--- config.mk ---
export PLATFORM = sky130hd
export DESIGN_NAME = rxuart_lite
export DESIGN_NICKNAME = d
export VERILOG_FILES = /design/src/rtl/rxuart_lite.sv
export SDC_FILE = /design/constraint.sdc
export NUM_CORES = 1
export LEC_CHECK = 0
export CAP_MARGIN = 0
export CORE_MARGIN = 5
export CORE_UTILIZATION = 50
export CTS_BUF_LIST = sky130_fd_sc_hd__clkbuf_16
export CTS_CLUSTER_DIAMETER = 150
export CTS_CLUSTER_SIZE = 28
export DETAILED_ROUTE_END_ITERATION = 6
export PLACE_DENSITY = 0.71
export SLEW_MARGIN = 20
export SYNTH_ARGS = -nofsm -noshare
export SYNTH_HDL_FRONTEND = slang
export SYNTH_SLANG_ARGS = --single-unit
--- constraint.sdc ---
create_clock -name i_clk -period 2.9 [get_ports i_clk]
set_input_delay 0.58 -clock i_clk [delete_from_list [all_inputs] [get_ports i_clk]]
set_output_delay 0.58 -clock i_clk [all_outputs]
set_load 0.005 [all_outputs]
--- src/rtl/rxuart_lite.sv ---
// rxuart_lite: 8N1 UART receiver with 2-flop synchroniser and mid-baud sampling.
// Define RXUART_PARITY_EN for 8E1 frames with an extra o_parity_err output.
module rxuart_lite #(
  parameter logic [23:0] CLOCKS_PER_BAUD = 24'd868
) (
  input  logic       i_clk,
  input  logic       i_reset,
  input  logic       i_uart_rx,
  output logic       o_wr,
  output logic [7:0] o_data,
`ifdef RXUART_PARITY_EN
  output logic       o_parity_err,
`endif
  output logic       o_frame_err
);

  localparam logic [23:0] HALF_C = (CLOCKS_PER_BAUD >> 1) - 24'd1;
  localparam logic [23:0] FULL_C = CLOCKS_PER_BAUD - 24'd1;

`ifdef RXUART_PARITY_EN
  typedef enum logic [2:0] {IDLE, START, DATA, PARITY, STOP, BREAK} state_t;

  // Even parity: data bits plus parity bit must XOR to zero.
  function automatic logic parity_err_f(input logic [7:0] d, input logic p);
    return ^{d, p};
  endfunction
`else
  typedef enum logic [2:0] {IDLE, START, DATA, STOP, BREAK} state_t;
`endif

  state_t      state_r, state_s;
  logic        rx_meta_r, ck_rx_r;
  logic [23:0] cnt_r, cnt_s;
  logic [2:0]  idx_r, idx_s;
  logic [7:0]  shreg_r, shreg_s;
  logic        wr_r, wr_s;
  logic [7:0]  data_r, data_s;
  logic        ferr_r, ferr_s;
  logic        tick_s;
`ifdef RXUART_PARITY_EN
  logic        par_r, par_s;
  logic        perr_r, perr_s;
`endif

  assign tick_s      = (cnt_r == 24'd0);
  assign o_wr        = wr_r;
  assign o_data      = data_r;
  assign o_frame_err = ferr_r;
`ifdef RXUART_PARITY_EN
  assign o_parity_err = perr_r;
`endif

  // Two-flop synchroniser; idles high so reset never looks like a start bit.
  always_ff @(posedge i_clk or posedge i_reset) begin
    if (i_reset) begin
      rx_meta_r <= 1'b1;
      ck_rx_r   <= 1'b1;
    end else begin
      rx_meta_r <= i_uart_rx;
      ck_rx_r   <= rx_meta_r;
    end
  end

  // State, counter, shift register and registered outputs.
  always_ff @(posedge i_clk or posedge i_reset) begin
    if (i_reset) begin
      state_r <= IDLE;
      cnt_r   <= 24'd0;
      idx_r   <= 3'd0;
      shreg_r <= 8'h00;
      wr_r    <= 1'b0;
      data_r  <= 8'h00;
      ferr_r  <= 1'b0;
`ifdef RXUART_PARITY_EN
      par_r   <= 1'b0;
      perr_r  <= 1'b0;
`endif
    end else begin
      state_r <= state_s;
      cnt_r   <= cnt_s;
      idx_r   <= idx_s;
      shreg_r <= shreg_s;
      wr_r    <= wr_s;
      data_r  <= data_s;
      ferr_r  <= ferr_s;
`ifdef RXUART_PARITY_EN
      par_r   <= par_s;
      perr_r  <= perr_s;
`endif
    end
  end

  // Next-state logic; the counter free-runs down and parks at zero.
  always_comb begin
    state_s = state_r;
    cnt_s   = tick_s ? cnt_r : (cnt_r - 24'd1);
    idx_s   = idx_r;
    shreg_s = shreg_r;
    wr_s    = 1'b0;
    data_s  = data_r;
    ferr_s  = ferr_r;
`ifdef RXUART_PARITY_EN
    par_s   = par_r;
    perr_s  = perr_r;
`endif
    case (state_r)
      IDLE: begin
        if (!ck_rx_r) begin
          cnt_s   = HALF_C;
          state_s = START;
        end else begin
          state_s = IDLE;
        end
      end
      START: begin
        if (tick_s && ck_rx_r) begin
          state_s = IDLE;
        end else if (tick_s) begin
          cnt_s   = FULL_C;
          idx_s   = 3'd0;
          state_s = DATA;
        end else begin
          state_s = START;
        end
      end
      DATA: begin
        if (tick_s) begin
          shreg_s = {ck_rx_r, shreg_r[7:1]};
          cnt_s   = FULL_C;
          idx_s   = idx_r + 3'd1;
          if (idx_r == 3'd7) begin
`ifdef RXUART_PARITY_EN
            state_s = PARITY;
`else
            state_s = STOP;
`endif
          end else begin
            state_s = DATA;
          end
        end else begin
          state_s = DATA;
        end
      end
`ifdef RXUART_PARITY_EN
      PARITY: begin
        if (tick_s) begin
          par_s   = ck_rx_r;
          cnt_s   = FULL_C;
          state_s = STOP;
        end else begin
          state_s = PARITY;
        end
      end
`endif
      STOP: begin
        if (tick_s) begin
          wr_s    = 1'b1;
          data_s  = shreg_r;
          ferr_s  = ~ck_rx_r;
`ifdef RXUART_PARITY_EN
          perr_s  = parity_err_f(shreg_r, par_r);
`endif
          state_s = ck_rx_r ? IDLE : BREAK;
        end else begin
          state_s = STOP;
        end
      end
      BREAK: begin
        if (ck_rx_r) begin
          state_s = IDLE;
        end else begin
          state_s = BREAK;
        end
      end
      default: begin
        state_s = IDLE;
      end
    endcase
  end

endmodule

**Yosys cells after proc, flatten, opt, wreduce, memory -nomap -nowiden**

Index checks and enable logic that the tools add are counted.

- Word-level logic and storage cells: 46
- Input bits: 3
- Flip-flop bits (word level): 50

- Reduce and logical (&&, ||, !) cells: 7
- Mux-type cells: 19
- Eq/ne operators: 8
- Add/sub/neg operators: 2
- Bitwise operators: 1

Operator list:

| cell | count |
|---|---|
| 2-to-1 mux 24 bit | 4 |
| case mux 24 bit (3 select lines) | 1 |
| logical NOT 24 bit | 1 |
| subtractor 24 x 1 -> 24 bit (second input constant) | 1 |
| 2-to-1 mux 3 bit | 6 |
| case mux 3 bit (5 select lines) | 1 |
| == test 3 x 2 -> 1 bit (second input constant) | 2 |
| == test 3 bit (second input constant) | 2 |
| inequality test 2 bit (second input constant) | 3 |
| case mux 3 bit (2 select lines) | 1 |
| 2-to-1 mux 1 bit | 4 |
| 2-to-1 mux 2 bit | 2 |
| AND reduction 2 bit | 2 |
| AND reduction 4 bit | 1 |
| adder 3 x 1 -> 3 bit (second input constant) | 1 |
| == test 3 x 1 -> 1 bit (second input constant) | 1 |
| logical NOT 3 bit | 1 |
| nonzero test 2 bit | 1 |
| logical AND 1 bit | 1 |
| inverter 1 bit | 1 |

**Depth between registers and ports, before layout**

Gate-level depths: netlist of the first run.

- Depth in word-level cells: 5
- Mapped depth: 11
- Depth with buffers taken out: 10

**Worst setup path before layout of the first run**

Ideal clock, no wire load.

- Path type: register -> register
- Start point: register cnt_r[16]
- End point: register cnt_r[0]
- Arrival time: 2.253 ns
- Data required time: 2.752 ns
- Clock period less this slack: 2.401 ns
- Path slack: 0.499 ns
- Stages on the path, launching flop included: 10
- Buffers on the path: 1
- Path through: dfrtp_1 nor4_4 nand4_2 buf_6 nand2b_4 ha_1 nor2b_1 mux2i_1 a2111oi_0 a311oi_1

- Longest elaborated chain between the ends: 5
- Elaborated cells between the ends (all ways): 7
- Those cells by class: mux: 5; reduce/logical: 2

Ends and longest elaborated chain:

| item | line | RTL |
|---|---|---|
| from (decl) | 33 | `logic [23:0] cnt_r, cnt_s;` |
| from (signal assigned) | 80 | `cnt_r <= cnt_s;` |
| logical NOT 24 bit (*) | 45 | `assign tick_s = (cnt_r == 24'd0);` |
| 2-to-1 mux 24 bit | 96 | `cnt_s = tick_s ? cnt_r : (cnt_r - 24'd1);` |
| 2-to-1 mux 24 bit | 118, 127 |  |
| 2-to-1 mux 24 bit | 116 | `if (tick_s && ck_rx_r) begin` |
| case mux 24 bit (3 select lines) (*) | 106 | `case (state_r)` |
| net cnt_s[0] | 33 |  |

The timed path passes the listed nets; every way through them passes the cells marked *.
A chain may end at the register's enable or synchronous reset.

**Final worst setup path of the first run**

- Start point: register cnt_r[2]
- End point: register cnt_r[0]

The elaborated chain is that of the path after synthesis.

==> PnR_summary.wiki, run 1 <==
{| class="wikitable"
! Metric !! Value
|-
| Status || complete, no violations
|-
| Vias per cell || approximately 5.7
|-
| Clock sinks || 50
|-
| Worst Max-Slew Pin Slew || slightly below 0.7 ns
|-
| Top metal layer carrying routed signals || met4
|-
| Cells on worst reg2reg path || 8
|-
| Post-layout util || 0.574
|-
| Cell types with the largest area share after synthesis || sky130_fd_sc_hd__dfrtp_1, sky130_fd_sc_hd__mux2_2, sky130_fd_sc_hd__nor2_1
|-
| Number of enable flip-flop cells after synthesis || 0
|-
| Die boundary width || slightly above 80 um
|-
| Number of synthesized register bits || 50
|-
| Post-synthesis cell count || around 230
|-
| Worst Skew || 0.00502 ns
|-
| Sequential cell area || 1250 um2
|-
| Min-Delay Path Class || reg2reg
|-
| Layout filler cell count || 427
|-
| Chip height || a little over 80 um
|-
| Total number of H-tree levels || 2
|-
| Cell Rows || 26
|-
| Post-Route M1 WL || between 2 and 2.5 mm
|-
| Endpoint type of the worst setup path || register
|-
| Worst endpoint required time || 3.05 ns
|-
| Biggest fanout along the worst timing path || 6
|-
| Peak ir drop on the vdd network || around 280 uV
|-
| Signed area change from the synthesized netlist to the final layout || 13.3%
|-
| # DRC || 0
|-
| Fraction of synthesized cell area taken by the top area cell type || 0.470
|-
| CTS buffer count || 5
|-
| Final total power || 1300 uW
|-
| Core Box Area || between 5000 and 6000 um2
|-
| WL final || 4.77 mm
|-
| Total via count after detailed routing || about 1800
|-
| # port buffers || 12
|-
| Setup-failing EPs final || 0
|-
| Top flip-flop cell by instance count after synthesis || sky130_fd_sc_hd__dfrtp_1
|-
| Mapped Nets || 239
|-
| Clock-pin slew on the worst setup and hold paths || approximately 0.070 ns
|-
| Distinct cell type count of the synthesized netlist || 47
|-
| Global-route usage over all layers || 0.164
|-
| Leading cell types in the layout, fill and taps excluded || sky130_fd_sc_hd__dfrtp_1, sky130_fd_sc_hd__nor2_1, sky130_fd_sc_hd__mux2_2
|-
| Cell depth of the worst min-delay path || 0
|-
| Synthesized area per cell || 11.1 um2
|-
| Total congestion overflow || 0
|-
| Maximum achievable frequency || 0.398 GHz
|-
| Final estimated routing congestion in global placement || around 0.79
|-
| Hold Buf Count CTS || 0
|-
| Synthesis warning total || 0
|-
| Category of the most critical setup path || reg2reg
|-
| Wire length of the first global-routing pass || about 8.5 mm
|-
| Met2 WL post-DR || roughly 2.4 mm
|-
| Power Density || about 450 nW/um2
|-
| Setup repair after global routing missed its margin || false
|-
| Fraction of the cycle the final worst path needs || 0.867
|-
| Number of antenna violations at the first check in global routing || 0
|-
| Startpoint type of the worst setup path || register
|-
| Area of the multi-input gates || 1180 um2
|-
| Number of primary I/O pins || 13
|-
| Initial DRC count || 94
|-
| Share of the yosys chip area belonging to registers || 0.490
|-
| Floorplan die area || 6640 um2
|-
| Final Hold Vio Count || 0
|-
| Worst endpoint data arrival time || ~2.7 ns
|-
| DR WL met3 || roughly 170 um
|-
| Buffer depth of the longest clock path || 2
|-
| Buffers inserted during post-CTS setup optimization || 0
|-
| Placed Cells incl. Taps || between 300 and 400
|-
| Remaining max-slew budget at the tightest pin || 0.546
|-
| Synthesized area || 2560 um2
|-
| Nets || 254
|-
| Count of instances resized after the clock tree is built || 0
|-
| Clock latency at the later pin of the worst-skew pair || about 0.29 ns
|-
| Antenna-violating nets left || 0
|-
| Dominant cell type by area after synthesis || sky130_fd_sc_hd__dfrtp_1
|-
| Total negative slack || 0 ns
|-
| Min cycle time layout || between 2 and 3 ns
|-
| Ratio of cells with drive above 1 in the final layout || 0.194
|-
| Leakage Power || roughly 0.0014 uW
|-
| Final slew viol count || 0
|-
| Number of detailed-routing iterations run before antenna repair || 4
|-
| Starting density of the core || 0.507
|-
| CTS tree || done
|-
| Max-cap violations || 0
|-
| Non-filler cells in the finished layout || approximately 320
|-
| Root cell of the clock tree || sky130_fd_sc_hd__clkbuf_16
|-
| Via count of the first global-routing pass || approximately 1800
|-
| Largest net degree at the start of global routing || 27
|-
| Ys async rst share || 1.00
|-
| Wirelength per Cell || around 15 um
|-
| DPL Wire Length || 3.31 mm
|-
| Most common cell after layout, fill and taps aside || sky130_fd_sc_hd__dfrtp_1
|-
| Diodes inserted || 0
|}
worst paths after layout:
check	startpoint	to	slack, ns
max in group asynchronous	i_reset	ck_rx_r	1.62
min in group asynchronous	i_reset	cnt_r[4]	0.67
max reg2reg	cnt_r[2]	cnt_r[0]	0.39
max	cnt_r[2]	cnt_r[0]	0.39
min reg2reg	rx_meta_r	ck_rx_r	0.36
min	rx_meta_r	ck_rx_r	0.36
sequential cells by signal, summed over array words and instances (netlist names):
name and cells:
shreg_r 8, state_r 3, o_wr 1, idx_r 3, cnt_r 24, o_data 8
ck_rx_r 1, rx_meta_r 1, o_frame_err 1
cell usage after synthesis, types with 3 or more instances:
library cell	number
sky130_fd_sc_hd__ha_1	5
sky130_fd_sc_hd__o21ai_0	7
sky130_fd_sc_hd__dfrtp_1	48
sky130_fd_sc_hd__nor4_1	5
sky130_fd_sc_hd__inv_1	9
sky130_fd_sc_hd__nand2_1	9
sky130_fd_sc_hd__a21oi_1	13
sky130_fd_sc_hd__mux2i_1	5
sky130_fd_sc_hd__clkbuf_1	5
sky130_fd_sc_hd__nor3_1	5
sky130_fd_sc_hd__and3_1	5
sky130_fd_sc_hd__o211ai_1	6
sky130_fd_sc_hd__nor2_1	26
sky130_fd_sc_hd__or3_1	5
sky130_fd_sc_hd__mux2_2	17
sky130_fd_sc_hd__nand3_1	5
sky130_fd_sc_hd__buf_6	5
sky130_fd_sc_hd__xnor2_1	3
sky130_fd_sc_hd__xor2_1	6
sky130_fd_sc_hd__or4_1	5
sky130_fd_sc_hd__nor4_2	4
cell type report:
| cell class | instances | share of cell area |
|---|---|---|
| well taps | 70 | 0.0303 |
| flip-flops and latches | 50 | 0.433 |
| repair buffers | 20 | 0.0666 |
| multi-input cells | 160 | 0.408 |
| inverters | 9 | 0.0117 |
| clock buffers | 5 | 0.0432 |
| clock inverters | 3 | 0.00691 |
critical path, stage by stage, from the launching register on:
cell	delay (ns)
sky130_fd_sc_hd__dfrtp_1	0.42
sky130_fd_sc_hd__nor4_2	0.39
sky130_fd_sc_hd__and3_1	0.38
sky130_fd_sc_hd__nand2b_4	0.12
sky130_fd_sc_hd__ha_1	0.32
sky130_fd_sc_hd__nor2b_1	0.17
sky130_fd_sc_hd__mux2i_1	0.09
sky130_fd_sc_hd__a2111oi_0	0.39
sky130_fd_sc_hd__a311oi_1	0.09
through the flow:
stage,setup WS (ns),instance area [um2],hold slack (ns)
after floorplan,0.499,2560,0.345
after global placement,0.504,2750,0.346
after detailed placement,0.419,2750,0.347
after CTS,0.395,2900,0.358
after global routing,0.125,2900,0.364
final,0.386,2900,0.357
where the power goes:
group	total (uW)	internal [uW]	switching (uW)
sequential	702	700	1.87
clock	578	320	258
combinational	22.4	6.24	16.2
kinds of logic (layout without fill, tap and decap cells):
| logic type | count (synthesis) | after routing | synth area share |
|---|---|---|---|
| xor+xnor | 9 | 9 | 0.0308 |
| flops | 50 | 50 | 0.490 |
| fa+ha+maj | 5 | 5 | 0.0245 |
| mux | 22 | 22 | 0.0945 |
| buf+inv | 21 | 37 | 0.0470 |
| compound gates | 43 | 43 | 0.117 |
| simple gates | 81 | 81 | 0.196 |
per-layer routing:
metal  vias up  track usage
li1        878            -
met1       881        0.213
met2        36        0.272
met3         8       0.0285
met4         0       0.0676
met5         -            0
(Power assumes the default switching activity.)
==> run 2: changes to the inputs <==
--- a/config.mk
+++ b/config.mk
@@ -12,6 +12,7 @@
 export CTS_CLUSTER_DIAMETER = 150
 export CTS_CLUSTER_SIZE = 28
 export DETAILED_ROUTE_END_ITERATION = 6
+export GPL_TIMING_DRIVEN = 0
 export PLACE_DENSITY = 0.71
 export SLEW_MARGIN = 20
 export SYNTH_ARGS = -nofsm -noshare
==> PnR_summary.wiki, run 2 (synthesized netlist as in run 1, its figures left out) <==
{| class="wikitable"
! Metric !! Value
|-
| Status || complete, no violations (unchanged)
|-
| Min cycle time layout || 2.75 ns (was 2.51 ns)
|-
| Root cell of the clock tree || sky130_fd_sc_hd__clkbuf_16 (unchanged)
|-
| Placed Cells incl. Taps || 314 (was 309)
|-
| Number of antenna violations at the first check in global routing || 0 (unchanged)
|-
| Ratio of cells with drive above 1 in the final layout || 0.194 (about the same)
|-
| Wire length of the first global-routing pass || 8.74 mm (was 8.51 mm)
|-
| # port buffers || 12 (unchanged)
|-
| Diodes inserted || 0 (unchanged)
|-
| CTS buffer count || 5 (unchanged)
|-
| Worst Max-Slew Pin Slew || 0.814 ns (was 0.675 ns)
|-
| Endpoint type of the worst setup path || register (unchanged)
|-
| Starting density of the core || 0.507 (unchanged)
|-
| Beginning of the critical path || cnt_r[16] (was cnt_r[2])
|-
| Total negative slack || 0 ns (unchanged)
|-
| Chip height || 81.5 um (unchanged)
|-
| Buffers inserted during post-CTS setup optimization || 0 (unchanged)
|-
| # DRC || 0 (unchanged)
|-
| Power Density || 472 nW/um2 (was 450 nW/um2)
|-
| Die boundary width || 81.5 um (unchanged)
|-
| Total via count after detailed routing || 1829 (was 1803)
|-
| Startpoint of the most critical register-to-register path || cnt_r[16] (was cnt_r[2])
|-
| Global-route usage over all layers || 0.167 (was 0.164)
|-
| Number of detailed-routing iterations run before antenna repair || 4 (unchanged)
|-
| Worst endpoint required time || 3.04 ns (was 3.05 ns)
|-
| Worst endpoint data arrival time || 2.89 ns (was 2.66 ns)
|-
| Final slew viol count || 0 (unchanged)
|-
| Maximum achievable frequency || 0.364 GHz (was 0.398 GHz)
|-
| Nets || 259 (was 254)
|-
| Wirelength per Cell || 14.7 um (was 15.0 um)
|-
| Min-Delay Path Class || reg2reg (unchanged)
|-
| CTS tree || done (unchanged)
|-
| Remaining max-slew budget at the tightest pin || 0.453 (was 0.546)
|-
| Signed area change from the synthesized netlist to the final layout || 15.7% (was 13.3%)
|-
| Largest net degree at the start of global routing || 29 (was 27)
|-
| Total number of H-tree levels || 2 (unchanged)
|-
| WL final || 4.75 mm (was 4.77 mm)
|-
| Number of flip-flops under the largest register name || 24 (unchanged)
|-
| Total congestion overflow || 0 (unchanged)
|-
| Layout filler cell count || 442 (was 427)
|-
| Category of the most critical setup path || reg2reg (unchanged)
|-
| Peak ir drop on the vdd network || 352 uV (was 275 uV)
|-
| Setup repair after global routing missed its margin || false (unchanged)
|-
| Cell Rows || 26 (unchanged)
|-
| Final Hold Vio Count || 0 (unchanged)
|-
| Most common cell after layout, fill and taps aside || sky130_fd_sc_hd__dfrtp_1 (unchanged)
|-
| Vias per cell || 5.68 (was 5.69)
|-
| Startpoint type of the worst setup path || register (unchanged)
|-
| Setup-failing EPs final || 0 (unchanged)
|-
| DPL Wire Length || 3.36 mm (was 3.31 mm)
|-
| Non-filler cells in the finished layout || 322 (was 317)
|-
| Hold wc startpoint || rx_meta_r (unchanged)
|-
| Initial DRC count || 120 (was 94)
|-
| Clock-pin slew on the worst setup and hold paths || 0.07 ns (about the same)
|-
| Biggest fanout along the worst timing path || 10 (was 6)
|-
| Clock latency at the later pin of the worst-skew pair || 0.29 ns (about the same)
|-
| Worst Skew || 0.00990 ns (was 0.00502 ns)
|-
| Final estimated routing congestion in global placement || 0.781 (was 0.788)
|-
| Core Box Area || 5040 um2 (unchanged)
|-
| Worst Setup Slack, final || 0.154 ns (was 0.386 ns)
|-
| Max-cap violations || 0 (unchanged)
|-
| Floorplan die area || 6640 um2 (unchanged)
|-
| Clock sinks || 50 (unchanged)
|-
| Antenna-violating nets left || 0 (unchanged)
|-
| Fraction of the cycle the final worst path needs || 0.947 (was 0.867)
|-
| Buffer depth of the longest clock path || 2 (unchanged)
|-
| Via count of the first global-routing pass || 1863 (was 1805)
|-
| Leakage Power || 0.00137 uW (was 0.00136 uW)
|-
| Leading cell types in the layout, fill and taps excluded || sky130_fd_sc_hd__dfrtp_1, sky130_fd_sc_hd__nor2_1, sky130_fd_sc_hd__mux2_2 (unchanged)
|-
| Pre-CTS WS || 0.158 ns (was 0.419 ns)
|-
| Register with the most flip-flops || cnt_r (unchanged)
|-
| Number of primary I/O pins || 13 (unchanged)
|}
## run 2: area by class of cell
type / instances / area [um2] / area share
Multi-Input combinational cell: 160 / 1180 / 0.401
Clock buffer: 5 / 125 / 0.0423
Timing Repair Buffer: 13 / 140 / 0.0474
Buffer: 12 / 86.3 / 0.0292
Sequential cell: 50 / 1250 / 0.424
Inverter: 9 / 33.8 / 0.0114
Clock inverter: 3 / 45.0 / 0.0152
Tap cell: 70 / 87.6 / 0.0296
## run 2: metrics by stage
step	area, um2	util	hold WS (ns)	power (uW)
after global routing	2960	0.586	0.365	1440
after global placement	2760	0.548	0.345	735
after detailed placement	2780	0.552	0.348	738
after floorplan	2560	-	0.345	727
after CTS	2950	0.586	0.358	1400
final	2960	0.586	0.359	1400
## run 2: per-layer routing
layer / wire length (um) / part of all wire / GRT usage
met5: 0 / 0 / 0
met3: 124 / 0.026 / 0.0307
met4: 61 / 0.013 / 0.0524
met2: 2300 / 0.48 / 0.274
met1: 2270 / 0.48 / 0.224
## run 2: timing repair
action | in CTS | in global routing
endpoints found under the setup margin | 0 | 1
hold buffers | 0 | 0
gates resized for setup | 0 | 1
## run 2: critical path: stages (launching register included)
cell                        delay (ns)
sky130_fd_sc_hd__dfrtp_1          0.46
sky130_fd_sc_hd__nor4_4           0.42
sky130_fd_sc_hd__nand4_2          0.22
sky130_fd_sc_hd__buf_6            0.21
sky130_fd_sc_hd__nand2b_4         0.18
sky130_fd_sc_hd__ha_1             0.32
sky130_fd_sc_hd__nor2b_1          0.17
sky130_fd_sc_hd__mux2i_1          0.09
sky130_fd_sc_hd__a2111oi_0        0.43
sky130_fd_sc_hd__a311oi_1         0.10
## run 2: worst paths after layout
path / end / slack [ns] / depth (start not counted)
worst max-delay path: cnt_r[0] / 0.15 / 9
worst min-delay path: ck_rx_r / 0.36 / 0
worst max register to register: cnt_r[0] / 0.15 / 9
worst min register to register: ck_rx_r / 0.36 / 0
max in group asynchronous: ck_rx_r / 1.67 / 3
min in group asynchronous: o_data[1] / 0.63 / 2
## run 2: where the power goes
part	switching (uW)	internal (uW)	leakage, uW
combinational	17.3	6.50	0.000624
sequential	0.343	699	0.000672
clock	265	407	0.0000760
total	283	1110	0.00137
==> run 3: changes to the inputs <==
--- a/config.mk
+++ b/config.mk
@@ -13,8 +13,9 @@
 export CTS_CLUSTER_SIZE = 28
 export DETAILED_ROUTE_END_ITERATION = 6
 export GPL_TIMING_DRIVEN = 0
-export PLACE_DENSITY = 0.71
+export PLACE_DENSITY = 0.74
 export SLEW_MARGIN = 20
 export SYNTH_ARGS = -nofsm -noshare
 export SYNTH_HDL_FRONTEND = slang
 export SYNTH_SLANG_ARGS = --single-unit
+export TNS_END_PERCENT = 1
==> constraint.sdc (replaced) <==
create_clock -name i_clk -period 2.5 [get_ports i_clk]
set_input_delay 0.5 -clock i_clk [delete_from_list [all_inputs] [get_ports i_clk]]
set_output_delay 0.5 -clock i_clk [all_outputs]
set_load 0.005 [all_outputs]
==> PnR_summary.wiki, run 3 (synthesized netlist as in run 1, its figures left out) <==
{| class="wikitable"
! Metric !! Value
|-
| Largest net degree at the start of global routing || 27 (was 29)
|-
| Clock sinks || 50 (unchanged)
|-
| WL final || 4.96 mm (was 4.75 mm)
|-
| Register with the most flip-flops || cnt_r (unchanged)
|-
| Clock-pin slew on the worst setup and hold paths || 0.07 ns (about the same)
|-
| Net switching power || 335 uW (was 283 uW)
|-
| Diodes inserted || 0 (unchanged)
|-
| Nets || 264 (was 259)
|-
| Ratio of cells with drive above 1 in the final layout || 0.222 (was 0.194)
|-
| Number of flip-flops under the largest register name || 24 (unchanged)
|-
| Number of antenna violations at the first check in global routing || 0 (unchanged)
|-
| Starting density of the core || 0.507 (unchanged)
|-
| Buffer depth of the longest clock path || 2 (unchanged)
|-
| Via count of the first global-routing pass || 1858 (was 1863)
|-
| Remaining max-slew budget at the tightest pin || 0.461 (was 0.453)
|-
| Final estimated routing congestion in global placement || 0.810 (was 0.781)
|-
| Total negative slack || 0 ns (unchanged)
|-
| Leading cell types in the layout, fill and taps excluded || sky130_fd_sc_hd__dfrtp_1, sky130_fd_sc_hd__nor2_1, sky130_fd_sc_hd__mux2_2 (unchanged)
|-
| # DRC || 0 (unchanged)
|-
| Hold Buf Count CTS || 0 (unchanged)
|-
| Area of the multi-input gates || 1210 um2 (was 1180 um2)
|-
| CTS tree || done (unchanged)
|-
| Initial DRC count || 120 (unchanged)
|-
| Number of detailed-routing iterations run before antenna repair || 4 (unchanged)
|-
| Sequential Power Share || 0.530 (was 0.501)
|-
| Critical path's largest stage delay || 0.42 ns (was 0.46 ns)
|-
| Wire length of the first global-routing pass || 8.80 mm (was 8.74 mm)
|-
| Slowest CP cell || sky130_fd_sc_hd__dfrtp_1 (unchanged)
|-
| Relative contribution of combinational cells to total power || 0.019 (was 0.017)
|-
| Ordered cell list for the critical path || inv_1 > ha_1 > nor2b_4 > nand4_2 > buf_6 > nand2b_4 > ha_4 > nor2b_1 > mux2i_1 > a2111oi_2 > a311oi_1 (was nor4_4 > nand4_2 > buf_6 > nand2b_4 > ha_1 > nor2b_1 > mux2i_1 > a2111oi_0 > a311oi_1)
|-
| Worst reg2reg setup slack || 0.14 ns (was 0.15 ns)
|-
| Leakage Power || 0.00139 uW (was 0.00137 uW)
|-
| Vias per cell || 5.62 (was 5.68)
|-
| Clock network fraction of total power || 0.450 (was 0.481)
|-
| Biggest fanout along the worst timing path || 10 (unchanged)
|-
| Signed area change from the synthesized netlist to the final layout || 17.5% (was 15.7%)
|-
| Setup-failing EPs final || 0 (unchanged)
|-
| DPL Wire Length || 3.27 mm (was 3.36 mm)
|-
| Peak ir drop on the vdd network || 487 uV (was 352 uV)
|-
| Post-detailed-placement cell area || 2780 um2 (unchanged)
|-
| Number of primary I/O pins || 13 (unchanged)
|-
| Floorplan die area || 6640 um2 (unchanged)
|-
| Endpoint type of the worst setup path || register (unchanged)
|-
| Die boundary width || 81.5 um (unchanged)
|-
| CTS buffer count || 5 (unchanged)
|-
| Total congestion overflow || 0 (unchanged)
|-
| Status || complete, no violations (unchanged)
|-
| Antenna-violating nets left || 0 (unchanged)
|-
| Min-Delay Path Class || reg2reg (unchanged)
|-
| Startpoint type of the worst setup path || register (unchanged)
|-
| Power Density || 510 nW/um2 (was 472 nW/um2)
|-
| Min cycle time layout || 2.36 ns (was 2.75 ns)
|-
| Total number of H-tree levels || 2 (unchanged)
|-
| Hold wc startpoint || rx_meta_r (unchanged)
|-
| Cell Rows || 26 (unchanged)
|-
| Startpoint of the most critical register-to-register path || cnt_r[1] (was cnt_r[16])
|-
| Global-route usage over all layers || 0.172 (was 0.167)
|-
| Chip height || 81.5 um (unchanged)
|-
| Sequential cell area || 1250 um2 (unchanged)
|-
| Maximum achievable frequency || 0.424 GHz (was 0.364 GHz)
|-
| Root cell of the clock tree || sky130_fd_sc_hd__clkbuf_16 (unchanged)
|-
| Fraction of the cycle the final worst path needs || 0.943 (was 0.947)
|-
| Final Hold Vio Count || 0 (unchanged)
|-
| Final design instance area without fill || 3000 um2 (was 2960 um2)
|-
| Worst endpoint data arrival time || 2.51 ns (was 2.89 ns)
|-
| Total via count after detailed routing || 1839 (was 1829)
|-
| Max-cap violations || 0 (unchanged)
|-
| # port buffers || 12 (unchanged)
|-
| Most common cell after layout, fill and taps aside || sky130_fd_sc_hd__dfrtp_1 (unchanged)
|-
| Sw frac || 0.219 (was 0.202)
|-
| Category of the most critical setup path || reg2reg (unchanged)
|-
| Post-layout util || 0.596 (was 0.586)
|-
| Clock latency at the later pin of the worst-skew pair || 0.30 ns (was 0.29 ns)
|-
| Beginning of the critical path || cnt_r[1] (was cnt_r[16])
|-
| Layout filler cell count || 433 (was 442)
|-
| Core Box Area || 5040 um2 (unchanged)
|-
| Wirelength per Cell || 15.2 um (was 14.7 um)
|-
| Worst endpoint required time || 2.65 ns (was 3.04 ns)
|-
| Worst Max-Slew Pin Slew || 0.801 ns (was 0.814 ns)
|-
| Worst Skew || 0.00807 ns (was 0.00990 ns)
|-
| Internal power contribution || 1200 uW (was 1110 uW)
|-
| Final slew viol count || 0 (unchanged)
|}
-- run 3: worst paths after layout --
path / endpoint / depth (start not counted)
worst min register to register: ck_rx_r / 0
worst max register to register: cnt_r[0] / 11
worst max-delay path: cnt_r[0] / 11
min in group asynchronous: shreg_r[0] / 2
worst min-delay path: ck_rx_r / 0
max in group asynchronous: cnt_r[11] / 3
-- run 3: metrics by stage --
| stage | setup WS (ns) | total power [uW] | hold slack, ns | std cells |
|---|---|---|---|---|
| final | 0.142 | 1530 | 0.356 | 327 |
| after global routing | -0.00451 | 1590 | 0.370 | 327 |
| after detailed placement | -0.225 | 857 | 0.348 | 314 |
| after CTS | 0.000987 | 1540 | 0.357 | 325 |
| after floorplan | 0.0986 | 844 | 0.345 | 231 |
| after global placement | -0.168 | 853 | 0.347 | 313 |
-- run 3: final cells by class --
| type | instances | area share |
|---|---|---|
| clock buffers | 5 | 0.0417 |
| clock inverters | 3 | 0.00833 |
| multi-input cells | 160 | 0.404 |
| plain buffers | 12 | 0.0288 |
| well taps | 70 | 0.0292 |
| inverters | 9 | 0.0113 |
| flip-flops and latches | 50 | 0.417 |
| repair buffers | 18 | 0.0592 |
-- run 3: layer usage --
metal  GRT usage  share of wire
met1       0.235           0.47
met2       0.270           0.48
met3      0.0362          0.032
met4      0.0608          0.016
met5           0              0
-- run 3: power by group through the flow --
| stage | registers, uW | logic, uW | clock network, uW |
|---|---|---|---|
| detailed placement | 827 | 29.4 | 0 |
| global placement | 827 | 25.3 | 0 |
| floorplan | 827 | 16.5 | 0 |
| CTS | 812 | 31.0 | 699 |
| finish | 812 | 29.7 | 689 |
| global route | 811 | 34.4 | 748 |
-- run 3: what timing repair did --
action | CTS | global route
pin swaps | 1 | 1
cloned | 0 | 0
setup buffers | 3 | 2
endpoints found under the hold margin | 0 | 0
resized for setup | 5 | 1
endpoints found under the setup margin | 1 | 1
-- run 3: critical path: cells and delay by family (launching register included) --
family,cells,cell delay [ns]
fa+ha+maj,2,0.41
buf+inv,2,0.26
mux,1,0.12
simple gates,4,0.68
compound gates,2,0.32
flops,1,0.42
